$ cat src/rtl/idli_sqi_ctrl.sv
// -----------------------------------------------------------------------------
// idli_sqi_ctrl
//
// Burst controller for NUM_MEM SQI (quad-SPI) memories that share one chip
// select and one SCK enable. Memory m uses SIO bits [4m+3:4m]. Each burst
// drives a 2-cycle opcode, an ADDR_NIBBLES-cycle address, an optional read
// dummy phase, and then data until i_end. A single deselect cycle follows.
//
// Ports
//   i_clk, i_rst            clock, asynchronous active-high reset
//   i_req_vld/o_req_rdy     burst request handshake (i_req_wr, i_req_addr)
//   i_wr_data/i_wr_vld/o_wr_rdy  write beat handshake
//   i_end                   ends the burst after the current data cycle
//   o_rd_data/o_rd_vld      read beats (no backpressure)
//   o_sqi_cs_n, o_sqi_sck_en, o_sqi_oe, o_sqi_sio, i_sqi_sio  SQI pins
//   dbg_state               current FSM state, for observation only
//
// Handshakes: a request transfers on a rising edge where i_req_vld and
// o_req_rdy are both high; a write beat transfers on a rising edge where
// i_wr_vld and o_wr_rdy are both high. o_rd_vld is a one-cycle strobe.
//
// All outputs are registered, so a write beat taken on an edge is driven on
// SIO (with sck_en=1) during the following cycle. The beat taken together
// with i_end therefore needs one trailing DATA cycle (o_wr_rdy low) before
// the memories are deselected.
// -----------------------------------------------------------------------------
module idli_sqi_ctrl #(
    parameter int         NUM_MEM      = 2,
    parameter int         ADDR_W       = 16,
    parameter int         ADDR_NIBBLES = 6,
    parameter int         DUMMY_CYCLES = 2,
    parameter logic [7:0] CMD_RD       = 8'h03,
    parameter logic [7:0] CMD_WR       = 8'h02
) (
    input  logic                 i_clk,
    input  logic                 i_rst,
    input  logic                 i_req_vld,
    output logic                 o_req_rdy,
    input  logic                 i_req_wr,
    input  logic [ADDR_W-1:0]    i_req_addr,
    input  logic [4*NUM_MEM-1:0] i_wr_data,
    input  logic                 i_wr_vld,
    output logic                 o_wr_rdy,
    input  logic                 i_end,
    output logic [4*NUM_MEM-1:0] o_rd_data,
    output logic                 o_rd_vld,
    output logic                 o_sqi_cs_n,
    output logic                 o_sqi_sck_en,
    output logic                 o_sqi_oe,
    output logic [4*NUM_MEM-1:0] o_sqi_sio,
    input  logic [4*NUM_MEM-1:0] i_sqi_sio,
    output logic [2:0]           dbg_state
);

    localparam int DW      = 4 * NUM_MEM;
    localparam int AW      = 4 * ADDR_NIBBLES;
    localparam int MAX_A   = (ADDR_NIBBLES > 2) ? ADDR_NIBBLES : 2;
    localparam int MAX_CNT = (DUMMY_CYCLES > MAX_A) ? DUMMY_CYCLES : MAX_A;
    localparam int CNT_W   = (MAX_CNT > 1) ? $clog2(MAX_CNT) : 1;

    typedef enum logic [2:0] {
        IDLE  = 3'd0,
        CMD   = 3'd1,
        ADDR  = 3'd2,
        DUMMY = 3'd3,
        DATA  = 3'd4,
        DESEL = 3'd5
    } state_t;

    state_t           state;
    logic [CNT_W-1:0] cnt;
    logic             wr_q;
    logic             last_q;   // final write beat is on SIO this cycle
    logic [AW-1:0]    addr_sr;  // address, shifted out MSB nibble first
    logic [7:0]       op_in;
    logic [7:0]       op_q;

    assign op_in     = i_req_wr ? CMD_WR : CMD_RD;
    assign op_q      = wr_q ? CMD_WR : CMD_RD;
    assign dbg_state = state;

    // Same nibble on every memory (opcode and address phases).
    function automatic logic [DW-1:0] rep(input logic [3:0] nib);
        return {NUM_MEM{nib}};
    endfunction

    always_ff @(posedge i_clk or posedge i_rst) begin
        if (i_rst) begin
            state        <= IDLE;
            cnt          <= '0;
            wr_q         <= 1'b0;
            last_q       <= 1'b0;
            addr_sr      <= '0;
            o_req_rdy    <= 1'b1;
            o_wr_rdy     <= 1'b0;
            o_rd_data    <= '0;
            o_rd_vld     <= 1'b0;
            o_sqi_cs_n   <= 1'b1;
            o_sqi_sck_en <= 1'b0;
            o_sqi_oe     <= 1'b0;
            o_sqi_sio    <= '0;
        end else begin
            o_rd_vld <= 1'b0;
            case (state)
                IDLE: begin
                    if (i_req_vld) begin
                        state        <= CMD;
                        cnt          <= '0;
                        wr_q         <= i_req_wr;
                        addr_sr      <= AW'(i_req_addr);
                        o_req_rdy    <= 1'b0;
                        o_sqi_cs_n   <= 1'b0;
                        o_sqi_oe     <= 1'b1;
                        o_sqi_sck_en <= 1'b1;
                        o_sqi_sio    <= rep(op_in[7:4]);
                    end
                end

                CMD: begin
                    if (cnt == '0) begin
                        cnt       <= cnt + 1'b1;
                        o_sqi_sio <= rep(op_q[3:0]);
                    end else begin
                        state     <= ADDR;
                        cnt       <= '0;
                        o_sqi_sio <= rep(addr_sr[AW-1 -: 4]);
                        addr_sr   <= addr_sr << 4;
                    end
                end

                ADDR: begin
                    if (cnt != CNT_W'(ADDR_NIBBLES - 1)) begin
                        cnt       <= cnt + 1'b1;
                        o_sqi_sio <= rep(addr_sr[AW-1 -: 4]);
                        addr_sr   <= addr_sr << 4;
                    end else begin
                        cnt <= '0;
                        if (wr_q) begin
                            // Keep driving; SCK stays off until the first beat.
                            state        <= DATA;
                            o_sqi_sck_en <= 1'b0;
                            o_wr_rdy     <= 1'b1;
                        end else begin
                            state        <= (DUMMY_CYCLES == 0) ? DATA : DUMMY;
                            o_sqi_oe     <= 1'b0;
                            o_sqi_sio    <= '0;
                            o_sqi_sck_en <= 1'b1;
                        end
                    end
                end

                DUMMY: begin
                    if (cnt == CNT_W'(DUMMY_CYCLES - 1)) begin
                        state <= DATA;
                        cnt   <= '0;
                    end else begin
                        cnt <= cnt + 1'b1;
                    end
                end

                DATA: begin
                    if (!wr_q) begin
                        o_rd_data <= i_sqi_sio;
                        o_rd_vld  <= 1'b1;
                        if (i_end) begin
                            state        <= DESEL;
                            o_sqi_cs_n   <= 1'b1;
                            o_sqi_sck_en <= 1'b0;
                            o_sqi_oe     <= 1'b0;
                        end
                    end else if (last_q) begin
                        state        <= DESEL;
                        last_q       <= 1'b0;
                        o_sqi_cs_n   <= 1'b1;
                        o_sqi_sck_en <= 1'b0;
                        o_sqi_oe     <= 1'b0;
                        o_sqi_sio    <= '0;
                    end else if (i_wr_vld) begin
                        o_sqi_sio    <= i_wr_data;
                        o_sqi_sck_en <= 1'b1;
                        if (i_end) begin
                            last_q   <= 1'b1;
                            o_wr_rdy <= 1'b0;
                        end
                    end else begin
                        // Stall: SCK gated, chip stays selected.
                        o_sqi_sck_en <= 1'b0;
                        if (i_end) begin
                            state      <= DESEL;
                            o_wr_rdy   <= 1'b0;
                            o_sqi_cs_n <= 1'b1;
                            o_sqi_oe   <= 1'b0;
                            o_sqi_sio  <= '0;
                        end
                    end
                end

                DESEL: begin
                    state     <= IDLE;
                    cnt       <= '0;
                    o_req_rdy <= 1'b1;
                end

                default: begin
                    state <= IDLE;
                end
            endcase
        end
    end

endmodule

$ cat config.mk
export PLATFORM = sky130hd
export DESIGN_NAME = idli_sqi_ctrl
export DESIGN_NICKNAME = d
export VERILOG_FILES = /design/src/rtl/idli_sqi_ctrl.sv
export SDC_FILE = /design/constraint.sdc
export NUM_CORES = 1
export LEC_CHECK = 0
export BUFFER_PORTS_ARGS = -buffer_cell sky130_fd_sc_hd__buf_2
export CAP_MARGIN = 20
export CELL_PAD_IN_SITES_DETAIL_PLACEMENT = 1
export CELL_PAD_IN_SITES_GLOBAL_PLACEMENT = 2
export CORE_MARGIN = 2
export CORE_UTILIZATION = 35
export DETAILED_ROUTE_END_ITERATION = 8
export PLACE_DENSITY = 0.9
export SLEW_MARGIN = 10
export SYNTH_ARGS = -nofsm -noshare
export SYNTH_HDL_FRONTEND = slang
export SYNTH_SLANG_ARGS = --single-unit
$ cat constraint.sdc
create_clock -name i_clk -period 2.85 [get_ports i_clk]
set_clock_uncertainty 0.05 [all_clocks]
set_input_delay 0.4275 -clock i_clk [delete_from_list [all_inputs] [get_ports i_clk]]
set_output_delay 0.4275 -clock i_clk [all_outputs]
set_load 0.02 [all_outputs]
Yosys cells after proc, flatten, opt, wreduce, memory -nomap -nowiden
Cells that the tools add are included.

Word-level logic and storage cells: 117. Input port bits: 38. Memories: 0. Register bits after elaboration: 54. Bits in writable memories: 0. Output and inout bits: 25. ROM bits: 0. Bits in latches: 0.

Magnitude comparators: 0. Shift-type cells: 0. Reduce and logical (&&, ||, !) cells: 21. Bitwise operators: 1. Eq/ne operators: 21. Multiplexer cells: 60. $add $sub $neg: 1. Multipliers: 0. Divide/modulo/power cells: 0.

Operators by type and width (count): $mux W24 (3); $pmux W24 S3 (1); $mux W8 (8); $mux W3 (13); $pmux W8 S4 (1); $pmux W3 S5 (2); $mux W1 (27); $ne A2 B2 Y1 const B (10); $reduce_and A5 Y1 (3); $reduce_and A2 Y1 (5); $ne A3 B3 Y1 const B (3); $ne A4 B4 Y1 const B (2); $reduce_and A4 Y1 (2); $eq A3 B1 Y1 const B (2); $eq A3 B2 Y1 const B (2); $eq A3 B3 Y1 const B (2); $logic_not A3 Y1 (2); $pmux W1 S2 (3); $pmux W1 S3 (2); $reduce_and A6 Y1 (1); $reduce_bool A2 Y1 (3); $reduce_bool A3 Y1 (2); $reduce_bool A5 Y1 (1); $reduce_bool A4 Y1 (1); other kinds (3) (3).

Logic depth before layout (Yosys ltp)
Gate-level depths: netlist of the first run.

Depth in word-level cells: 5. Mapped depth: 7.

Least setup slack after synthesis of the first run
OpenSTA, ideal clock, no wires.

Kind: register to register. Start point: register cnt[0]. End point: register addr_sr[5]. Arrival: 1797 ps. Cell stages (with the launch flop): 8. Clock period less this slack: 1975 ps. Setup slack: 875 ps. Library setup time: 128 ps. Cell sequence: dfrtp_1 inv_1 ha_1 nand2b_1 a21oi_2 nor4_4 buf_6 mux2_1.

Word-level cells in the longest chain between the ends: 3.

Ends and longest elaborated chain: from (decl) (line 71) `logic [CNT_W-1:0] cnt;`; from (signal assigned) (line 121) `cnt <= cnt + 1'b1;`; from (signal assigned) (line 133) `cnt <= cnt + 1'b1;`; from (signal assigned) (line 157) `cnt <= cnt + 1'b1;`; $ne A3 B3 Y1 or $logic_not A3 Y1 (tied branches) (line 132, 120); $ne A2 B2 Y1 (no source line); $reduce_and A4 Y1 (no source line) *; to (signal assigned) (line 110) `addr_sr <= AW'(i_req_addr);`; to (signal assigned) (line 127) `addr_sr <= addr_sr << 4;`; to (signal assigned) (line 135) `addr_sr <= addr_sr << 4;`; to (decl) (line 74) `logic [AW-1:0] addr_sr;`.

Every way passes the cells marked *; elsewhere a longest branch is shown, timed or not. A chain may end at the register's enable or synchronous reset.

Worst setup path after layout of the first run
Start point: register state[1], in the netlist dbg_state[1]. End point: register addr_sr[21].

Word-level cells in the longest chain between the ends: 3.

Ends and longest elaborated chain: from (decl) (line 70) `state_t state;`; from (signal assigned) (line 144) `state <= (DUMMY_CYCLES == 0) ? DATA : DUMMY;`; $eq A3 B2 Y1 (tied with other cells) (line 104) `case (state)`; $ne A2 B2 Y1 (no source line) or $reduce_bool A3 Y1 (tied branches); $reduce_and A4 Y1 (no source line).

Parallel ways exist; a longest one is shown, timed or not.

==> results.yml, run 1 <==
drt:
  top_layer: "met4"
  met2_wirelength_mm: 3.09
  post-route-drc-count: 0
  vias: 2185
  initial_drt_pass_iterations: 4
  routed-wl-met3_um: 315
  detail_routed_via_count_per_cell: 5.11
  finalWirelength_mm: 6.79
  detail_route.wl_per_cell_um: 15.9
  drt_antenna_net_count: 0
  detailedRoute.firstIterationViolations: 134
  route.layer.met1.wl_mm: 3.30
grt:
  grt_overflow: 0
  grt_pass1_wl_mm: 11.3
  grtUsageTotal: 0.157
  number_of_global_route_vias_before_repair: 2310
  grt_max_degree: 42
  initial_antenna_violation_count: 0
timing:
  worst-slew-pin-transition_ns: 0.873
  timing.max_slew.rel_slack: 0.417
  post-route-min-period_ns: 2.19
  fmax_ghz: 0.457
  final_hold_viol_count: 0
  setup_viol: 0
  timing_max_transition_violations_final: 0
  grt_setup_unrepaired: "no"
  layout_worst_path_cycle_share: 0.768
  tns_ns: 0
pwr:
  seqPwrFrac: 0.331
  internal_power_mw: 2.50
  worst_voltage_drop_across_the_vdd_grid_mv: 0.382
  power_density_mw_per_mm2: 1220
  power.static_leakage_nw: 1.63
  switching_share: 0.413
  p_sw_mw: 1.76
  combPwrFrac: 0.541
  power.share.clock: 0.128
clocking:
  cts.hold.buffers_added: 0
  cts.path.max_buffers: 2
  cts-root-buf: "clkbuf_8"
  tritoncts: "yes"
  postCtsResizedCells: 0
  worst_setup_hold_path_clk_slew_ns: 0.10
  post_cts.repair.setup_buffers: 0
  clk_latency_ns: 0.32
  clock_tree.htree_level_count: 2
  clock_sink_count: 54
  numCtsBuffers: 5
finish:
  nets: 363
  syn2layout_area_growth_pct: 17.5
  antenna_cells: 0
  final_layout_size_suffix_gt1_frac: 0.393
  stdcell_count: 428
floorplan:
  core_area_mm2: 0.00822
  placement_rows: 33
  initial_utilization: 0.361
  design.portCount: 63
  die-height_um: 96.0
  die-width_um: 96.0
  total_die_area_mm2: 0.00922
logic_synthesis:
  ys_seq_elements: 54
  number_of_distinct_standard_cells_referenced_by_the_synthesized_netlist: 56
  netlist_instances: 259
  syn-num-nets: 300
  synth.cell_area_mm2: 0.00297
  ys_async_sr_fraction: 1.00
  mean_cell_area_of_the_mapped_netlist_um2: 11.4
  post_synth_most_frequent_cells: "dfrtp_1 (52), mux2_2 (27), nand2_1 (15)"
  yosys_warnings: 0
  ys_seq_area_frac: 0.457
  synth_ff_type: "dfrtp_1"
  synth_top_cells_by_area: "dfrtp_1 (44%), mux2_2 (10%), mux2_4 (4.6%), a22o_1 (3.0%), mux2_1 (2.7%)"
  synth_enable_flop_cells: 0
  synthDominantCellAreaShare: 0.439
  synth_largest_area_cell: "dfrtp_1"
  yosysMostFrequentCell: "dfrtp_1"
place:
  finalWeightedCongestion: 0.810
  detailed_place_hpwl_mm: 4.99
  place_inst: 420
  numPortBuffers: 62
critical_path:
  worstSetupStartpoint: "dbg_state[1]"
  worstSetupEndpointType: "flop"
  worst_path_required_ns: 3.01
  regToRegEndpoint: "addr_sr[21]"
  worst-endpoint-arrival_ns: 2.35
  worstReg2RegStart: "dbg_state[1]"
  timing.critical_path.slowest_cell_delay_ns: 0.60
  worst_path_dominant_cell_family: "buffers and inverters"
  cell_by_cell_trace_of_the_critical_path: "inv_1 > a21oi_2 > nor4_4 > buf_4 > mux2_2"
  rr_worst_depth: 5
  critical_path.slowest_cell: "dfrtp_1"
  crit_path_start_kind: "flop"
  critPathKind: "reg2reg"
  timing.critical_path.fanout_max: 24
  setup.reg_to_reg.worst_slack_ns: 0.66
  critical_path_buf_inv_count: 2
job:
  maxCapViolations: 0
outcome:
  outcome: "finished, final reports clean"
hold_path:
  hold_path_class: "in2async"
cell families after synthesis:
family,share of synthesized area
AOI/OAI and AO/OA,0.145
xor gates and xnor gates,0.00844
adders and majority gates,0.0127
buffers and inverters,0.0523
DFF,0.457
muxes,0.188
and+or+nand+nor,0.137
power groups by stage:
stage | Combinational, mW | Clock, mW | Sequential [mW]
after global routing | 2.54 | 0.582 | 1.47
after CTS | 2.32 | 0.557 | 1.41
after floorplan | 1.74 | 0 | 1.49
after detailed placement | 2.32 | 0 | 1.43
final | 2.30 | 0.547 | 1.41
after global placement | 2.25 | 0 | 1.40
sequential cells by signal, summed over array words and instances (netlist names), 3 cells and up:
signal	cells
dbg_state	3
cnt	3
addr_sr	24
o_rd_data	8
o_sqi_sio	8
layout make-up:
class / count / area [µm²]
clock buffers: 5 / 68.8
clock inverters: 3 / 47.5
fillers: 938 / 4730
inverters: 13 / 48.8
multi-input cells: 177 / 1460
flip-flops and latches: 54 / 1350
well taps: 105 / 131
repair buffers: 71 / 378
layout by cell type (no fill, tap or decap), drive strengths merged, types with 3 or more instances in the layout:
| master | instances |
|---|---|
| nand2 | 15 |
| o21ai | 7 |
| a22o | 10 |
| o211ai | 3 |
| nor3 | 7 |
| and3 | 3 |
| buf | 71 |
| a21oi | 9 |
| dfrtp | 52 |
| nor2 | 10 |
| nand3 | 10 |
| mux2i | 4 |
| inv | 14 |
| ha | 3 |
| o2bb2ai | 4 |
| a211oi | 3 |
| nor3b | 3 |
| nor2b | 11 |
| clkbuf | 5 |
| mux2 | 43 |
stage by stage:
stage	util	area, µm²	worst slack (ns)	hold slack (ns)	power, mW
floorplan	-	2970	0.875	0.402	3.23
global placement	0.410	3370	0.765	0.413	3.66
detailed placement	0.410	3370	0.676	0.426	3.74
CTS	0.424	3480	0.649	0.274	4.29
global route	0.424	3480	0.517	0.279	4.59
finish	0.424	3480	0.661	0.236	4.26
worst register-to-register path, delay by kind of cell, from the launching register on:
kind            cells  cell delay (ns)
flops               1             0.60
mux                 1             0.39
simple gates        1             0.26
buf+inv             2             0.68
compound gates      1             0.11
per-layer routing:
layer  up-vias  global-route usage
met5         -                   0
met4         0              0.0464
met3         5              0.0305
met2        51               0.261
met1      1070               0.208
li1       1059                   -
worst max path at each step:
stage | endpoint | slack, ns | depth (start not counted)
final | addr_sr[21] | 0.66 | 5
after global routing | addr_sr[21] | 0.52 | 7
after global placement | addr_sr[15] | 0.76 | 5
after detailed placement | addr_sr[21] | 0.68 | 7
after floorplan | addr_sr[5] | 0.88 | 7
after CTS | addr_sr[21] | 0.65 | 7
Note: power is estimated with default switching activity, not from simulation.
==> run 2, diff against run 1 <==
- clock period: 2.85 -> 2.1 ns (I/O delays scaled with it)
==> run 2 against run 1 <==
  * Clock-buffer cell count did not move
  * Global-route usage is 0.36 points higher
  * Design area up 4.6%
  * Die area stayed put
  * First-iteration DRC count fell by 16%
  * Non-clock buffer count up 14
  * Routed wire length up 3.0%
  * Critical path type unchanged
==> results.yml, run 2 (synthesized netlist as in run 1, its figures left out) <==
critical_path:
  setup.reg_to_reg.worst_slack_ns: 0.08
  worstSetupStartpoint: "cnt[0]"
  worst_path_dominant_cell_family: "flip-flops"
  worst_path_required_ns: 2.25
  worstSetupEndpointType: "flop"
  critPathKind: "reg2reg"
  rr_worst_depth: 8
  crit_path_start_kind: "flop"
  worst-endpoint-arrival_ns: 2.17
  worstReg2RegStart: "cnt[0]"
  cell_by_cell_trace_of_the_critical_path: "inv_1 > ha_2 > nand2b_1 > a21oi_2 > nor4_4 > buf_4 > buf_12 > mux2_1"
  regToRegEndpoint: "addr_sr[1]"
  critical_path_buf_inv_count: 3
  critical_path.slowest_cell: "dfrtp_1"
  timing.critical_path.slowest_cell_delay_ns: 0.40
  timing.critical_path.fanout_max: 12
pwr:
  power.static_leakage_nw: 1.72
  power_density_mw_per_mm2: 1670
  power_mw: 6.08
  worst_voltage_drop_across_the_vdd_grid_mv: 0.727
floorplan:
  total_die_area_mm2: 0.00922
  die-height_um: 96.0
  die-width_um: 96.0
  design.portCount: 63
  placement_rows: 33
  core_area_mm2: 0.00822
  initial_utilization: 0.361
place:
  detailed_place_hpwl_mm: 5.16
  numPortBuffers: 62
  dp_slack_ns: 0.0760
  finalWeightedCongestion: 0.817
  post_dp_cell_area_mm2: 0.00349
  place_inst: 430
hold_path:
  hold_path_start: "i_sqi_sio[1]"
  hold_path_class: "in2reg"
  cell_depth_of_the_worst_min_delay_path: 2
  hold-path-endpoint: "o_rd_data[1]"
finish:
  nets: 377
  multi_input_comb_area_mm2: 0.00146
  antenna_cells: 0
  ff_latch_area_mm2: 0.00135
  nFillCells: 950
  reg_top3: "addr_sr (24), o_rd_data (8), o_sqi_sio (8)"
  syn2layout_area_growth_pct: 22.9
  final_layout_size_suffix_gt1_frac: 0.418
  top_register: "addr_sr"
  layout_commonest_cell: "buf_2"
  post-route-cell-area_mm2: 0.00364
  stdcell_count: 442
  largest_register_ffs: 24
  layout.core_utilization: 0.443
  layout_common_cells: "buf_2 (62), dfrtp_1 (52), mux2_2 (27), buf_4 (17), nand2_1 (15)"
timing:
  tns_ns: 0
  post-route-min-period_ns: 2.02
  timing_max_transition_violations_final: 0
  worst-slew-pin-transition_ns: 0.476
  fmax_ghz: 0.495
  timing.max_slew.rel_slack: 0.678
  layout_setup_ws_ns: 0.0795
  final_hold_viol_count: 0
  finalHoldWorstSlack_ns: 0.174
  layout_worst_path_cycle_share: 0.962
  setup_viol: 0
grt:
  grt_pass1_wl_mm: 11.4
  grt_max_degree: 35
  number_of_global_route_vias_before_repair: 2290
  grtUsageTotal: 0.161
  grt_overflow: 0
  initial_antenna_violation_count: 0
clocking:
  cts.path.max_buffers: 2
  clock_tree.htree_level_count: 2
  cts-root-buf: "clkbuf_8"
  tritoncts: "yes"
  worst_setup_hold_path_clk_slew_ns: 0.12
  clk_latency_ns: 0.32
  clock_sink_count: 54
  numCtsBuffers: 5
drt:
  finalWirelength_mm: 7.00
  detail_routed_via_count_per_cell: 5.15
  detail_route.wl_per_cell_um: 15.8
  post-route-drc-count: 0
  vias: 2277
  initial_drt_pass_iterations: 4
  detailedRoute.firstIterationViolations: 112
  drt_antenna_net_count: 0
job:
  maxCapViolations: 0
outcome:
  outcome: "finished, final reports clean"
[run 2: timing repair]
action | 4_1_cts | 5_1_grt
buffers inserted | 0 | 2
endpoints found under the hold margin | 18 | 0
endpoints found under the setup margin | 0 | 9
resized for setup | 0 | 1
hold buffers | 1 | 0
[run 2: report_power, final]
group | total [mW] | switching (mW) | internal [mW]
combinational | 3.60 | 1.79 | 1.81
sequential | 1.84 | 0.315 | 1.52
clock | 0.639 | 0.390 | 0.248
total | 6.08 | 2.49 | 3.58
[run 2: worst reg2reg max path: stages (launching register included)]
cell      delay, ns
dfrtp_1        0.40
inv_1          0.08
ha_2           0.21
nand2b_1       0.14
a21oi_2        0.09
nor4_4         0.26
buf_4          0.18
buf_12         0.15
mux2_1         0.34
[run 2: layer usage]
metal	track usage	wire length, µm	vias up
li1	-	-	1089
met2	0.264	3380	58
met5	0	0	-
met3	0.0313	377	4
met4	0.0357	65	0
met1	0.220	3170	1126
[run 2: worst max path at each step]
stage / endpoint / slack [ns] / cells past startpoint
floorplan: addr_sr[5] / 0.13 / 7
global placement: addr_sr[15] / 0.16 / 7
detailed placement: addr_sr[1] / 0.08 / 7
CTS: addr_sr[1] / 0.03 / 7
global route: addr_sr[1] / -0.01 / 8
finish: addr_sr[1] / 0.08 / 8
[run 2: area by class of cell]
class,instances,area share
repair buffers,85,0.152
clock buffers,5,0.0189
well taps,105,0.0361
clock inverters,3,0.00790
flip-flops and latches,54,0.372
multi-input cells,177,0.400
inverters,13,0.0134
==> run 3, diff against run 2 <==
--- a/config.mk
+++ b/config.mk
@@ -12,4 +12,5 @@
 export CORE_MARGIN = 2
 export CORE_UTILIZATION = 35
+export CTS_CLUSTER_SIZE = 14
 export DETAILED_ROUTE_END_ITERATION = 8
 export PLACE_DENSITY = 0.9
==> constraint.sdc (replaced) <==
create_clock -name i_clk -period 2.1 [get_ports i_clk]
set_clock_uncertainty 0.05 [all_clocks]
set_input_delay 0.42 -clock i_clk [delete_from_list [all_inputs] [get_ports i_clk]]
set_output_delay 0.42 -clock i_clk [all_outputs]
set_load 0.02 [all_outputs]
==> run 3 against run 2 <==
  * Sequential share of layout area down 0.29 points
  * Critical path depth down 1
  * Flip-flop and latch count unchanged
  * Maximum frequency down 2.4%
  * Routed wire length up 2.5%
  * Largest power group unchanged
  * Power up 2.5%
  * Hold slack worse by 0.10 ns
==> results.yml, run 3 (synthesized netlist as in run 1, its figures left out) <==
outcome:
  outcome: "finished, final reports clean"
pwr:
  power_density_mw_per_mm2: 1700
  worst_voltage_drop_across_the_vdd_grid_mv: 0.623
  power_mw: 6.23
  power.static_leakage_nw: 1.74
critical_path:
  rr_worst_depth: 7
  setup.reg_to_reg.worst_slack_ns: 0.03
  worst_setup_path_endpoint: "addr_sr[7]"
  crit_path_start_kind: "flop"
  worstSetupEndpointType: "flop"
  critical_path_buf_inv_count: 3
  cell_by_cell_trace_of_the_critical_path: "buf_4 > ha_1 > and3_1 > nor4_4 > buf_4 > clkbuf_16 > mux2_4"
  timing.critical_path.slowest_cell_delay_ns: 0.39
  regToRegEndpoint: "addr_sr[7]"
  worst-endpoint-arrival_ns: 2.22
  worst_path_required_ns: 2.25
  timing.critical_path.fanout_max: 12
  worst_path_dominant_cell_family: "simple AND/OR/NAND/NOR gates"
  critical_path.slowest_cell: "dfrtp_1"
  critPathKind: "reg2reg"
  worstSetupStartpoint: "cnt[0]"
  critPathMostFrequentCell: "buf_4"
  timing.critical_path.depth: 7
  worstReg2RegStart: "cnt[0]"
floorplan:
  die-width_um: 96.0
  design.portCount: 63
  total_die_area_mm2: 0.00922
  initial_utilization: 0.361
  core_area_mm2: 0.00822
  die-height_um: 96.0
  placement_rows: 33
timing:
  post-route-min-period_ns: 2.07
  timing_max_transition_violations_final: 0
  layout_worst_path_cycle_share: 0.986
  worst-slew-pin-transition_ns: 0.494
  tns_ns: 0
  timing.max_slew.rel_slack: 0.666
  fmax_ghz: 0.483
  finalHoldWorstSlack_ns: 0.0720
  setup_viol: 0
  layout_setup_ws_ns: 0.0292
  final_hold_viol_count: 0
grt:
  grt_pass1_wl_mm: 11.4
  grt_max_degree: 34
  grt_overflow: 0
  grtUsageTotal: 0.161
  initial_antenna_violation_count: 0
  number_of_global_route_vias_before_repair: 2286
finish:
  largest_register_ffs: 24
  final_layout_size_suffix_gt1_frac: 0.424
  layout_common_cells: "buf_2 (62), dfrtp_1 (52), mux2_2 (27), buf_4 (22), nand2_1 (15)"
  reg_top3: "addr_sr (24), o_rd_data (8), o_sqi_sio (8)"
  ff_latch_area_mm2: 0.00135
  post-route-cell-area_mm2: 0.00367
  layout_commonest_cell: "buf_2"
  antenna_cells: 0
  stdcell_count: 445
  nFillCells: 948
  multi_input_comb_area_mm2: 0.00146
  layout.core_utilization: 0.447
  nets: 380
  top_register: "addr_sr"
  syn2layout_area_growth_pct: 23.8
job:
  maxCapViolations: 0
drt:
  initial_drt_pass_iterations: 4
  post-route-drc-count: 0
  finalWirelength_mm: 7.17
  vias: 2299
  drt_antenna_net_count: 0
  detail_route.wl_per_cell_um: 16.1
  detailedRoute.firstIterationViolations: 81
  detail_routed_via_count_per_cell: 5.17
clocking:
  tritoncts: "yes"
  postCtsResizedCells: 0
  numCtsBuffers: 5
  clock_sink_count: 54
  cts.path.max_buffers: 2
  clock_tree.htree_level_count: 2
  cts-root-buf: "clkbuf_8"
  worst_setup_hold_path_clk_slew_ns: 0.11
  clk_latency_ns: 0.31
  cts.hold.buffers_added: 0
place:
  dp_slack_ns: 0.0800
  detailed_place_hpwl_mm: 5.23
  post_dp_cell_area_mm2: 0.00348
  place_inst: 430
  numPortBuffers: 62
  finalWeightedCongestion: 0.788
hold_path:
  hold_path_class: "in2async"
run 3: cell types whose count changed in the layout (fill, tap and decap cells not counted):
cell | before | now
buf_4 | 17 | 22
clkinv_4 | 2 | 0
buf_12 | 4 | 3
bufinv_16 | 0 | 1
clkbuf_8 | 5 | 6
dlygate4sd3_1 | 1 | 0
ha_1 | 2 | 3
ha_2 | 1 | 0
inv_6 | 0 | 1
inv_8 | 1 | 0
run 3: area by class of cell:
class,count,share of cell area
multi-input combinational,177,0.397
clock buffer,6,0.0225
inverter,13,0.0133
clock inverter,2,0.0106
timing repair buffer,88,0.153
sequential,54,0.369
tap,105,0.0358
run 3: worst min path at each step:
stage                           from            to  cells past startpoint  slack (ns)
final                          i_rst  o_sqi_sio[5]                      2        0.07
after floorplan           addr_sr[0]    addr_sr[0]                      1        0.40
after CTS                      i_rst  o_rd_data[1]                      2        0.09
after global routing           i_rst  o_sqi_sio[5]                      2        0.11
after global placement    addr_sr[2]    addr_sr[2]                      1        0.41
after detailed placement  addr_sr[1]    addr_sr[1]                      1        0.43
run 3: power by group:
group          switching (mW)  internal (mW)
logic                    1.82           1.83
clock network           0.364          0.393
registers               0.301           1.52
run 3: timing repair:
| action | 4_1_cts | 5_1_grt |
|---|---|---|
| setup endpoints to repair | 0 | 21 |
| buffers inserted | 0 | 6 |
| endpoints found under the hold margin | 0 | 0 |
run 3: routing by layer:
metal  track usage  vias to the layer above  share of wire
li1              -                     1104              -
met1         0.213                     1136           0.46
met2         0.264                       54           0.47
met3        0.0313                        5          0.050
met4        0.0500                        0          0.013
met5             0                        -              0
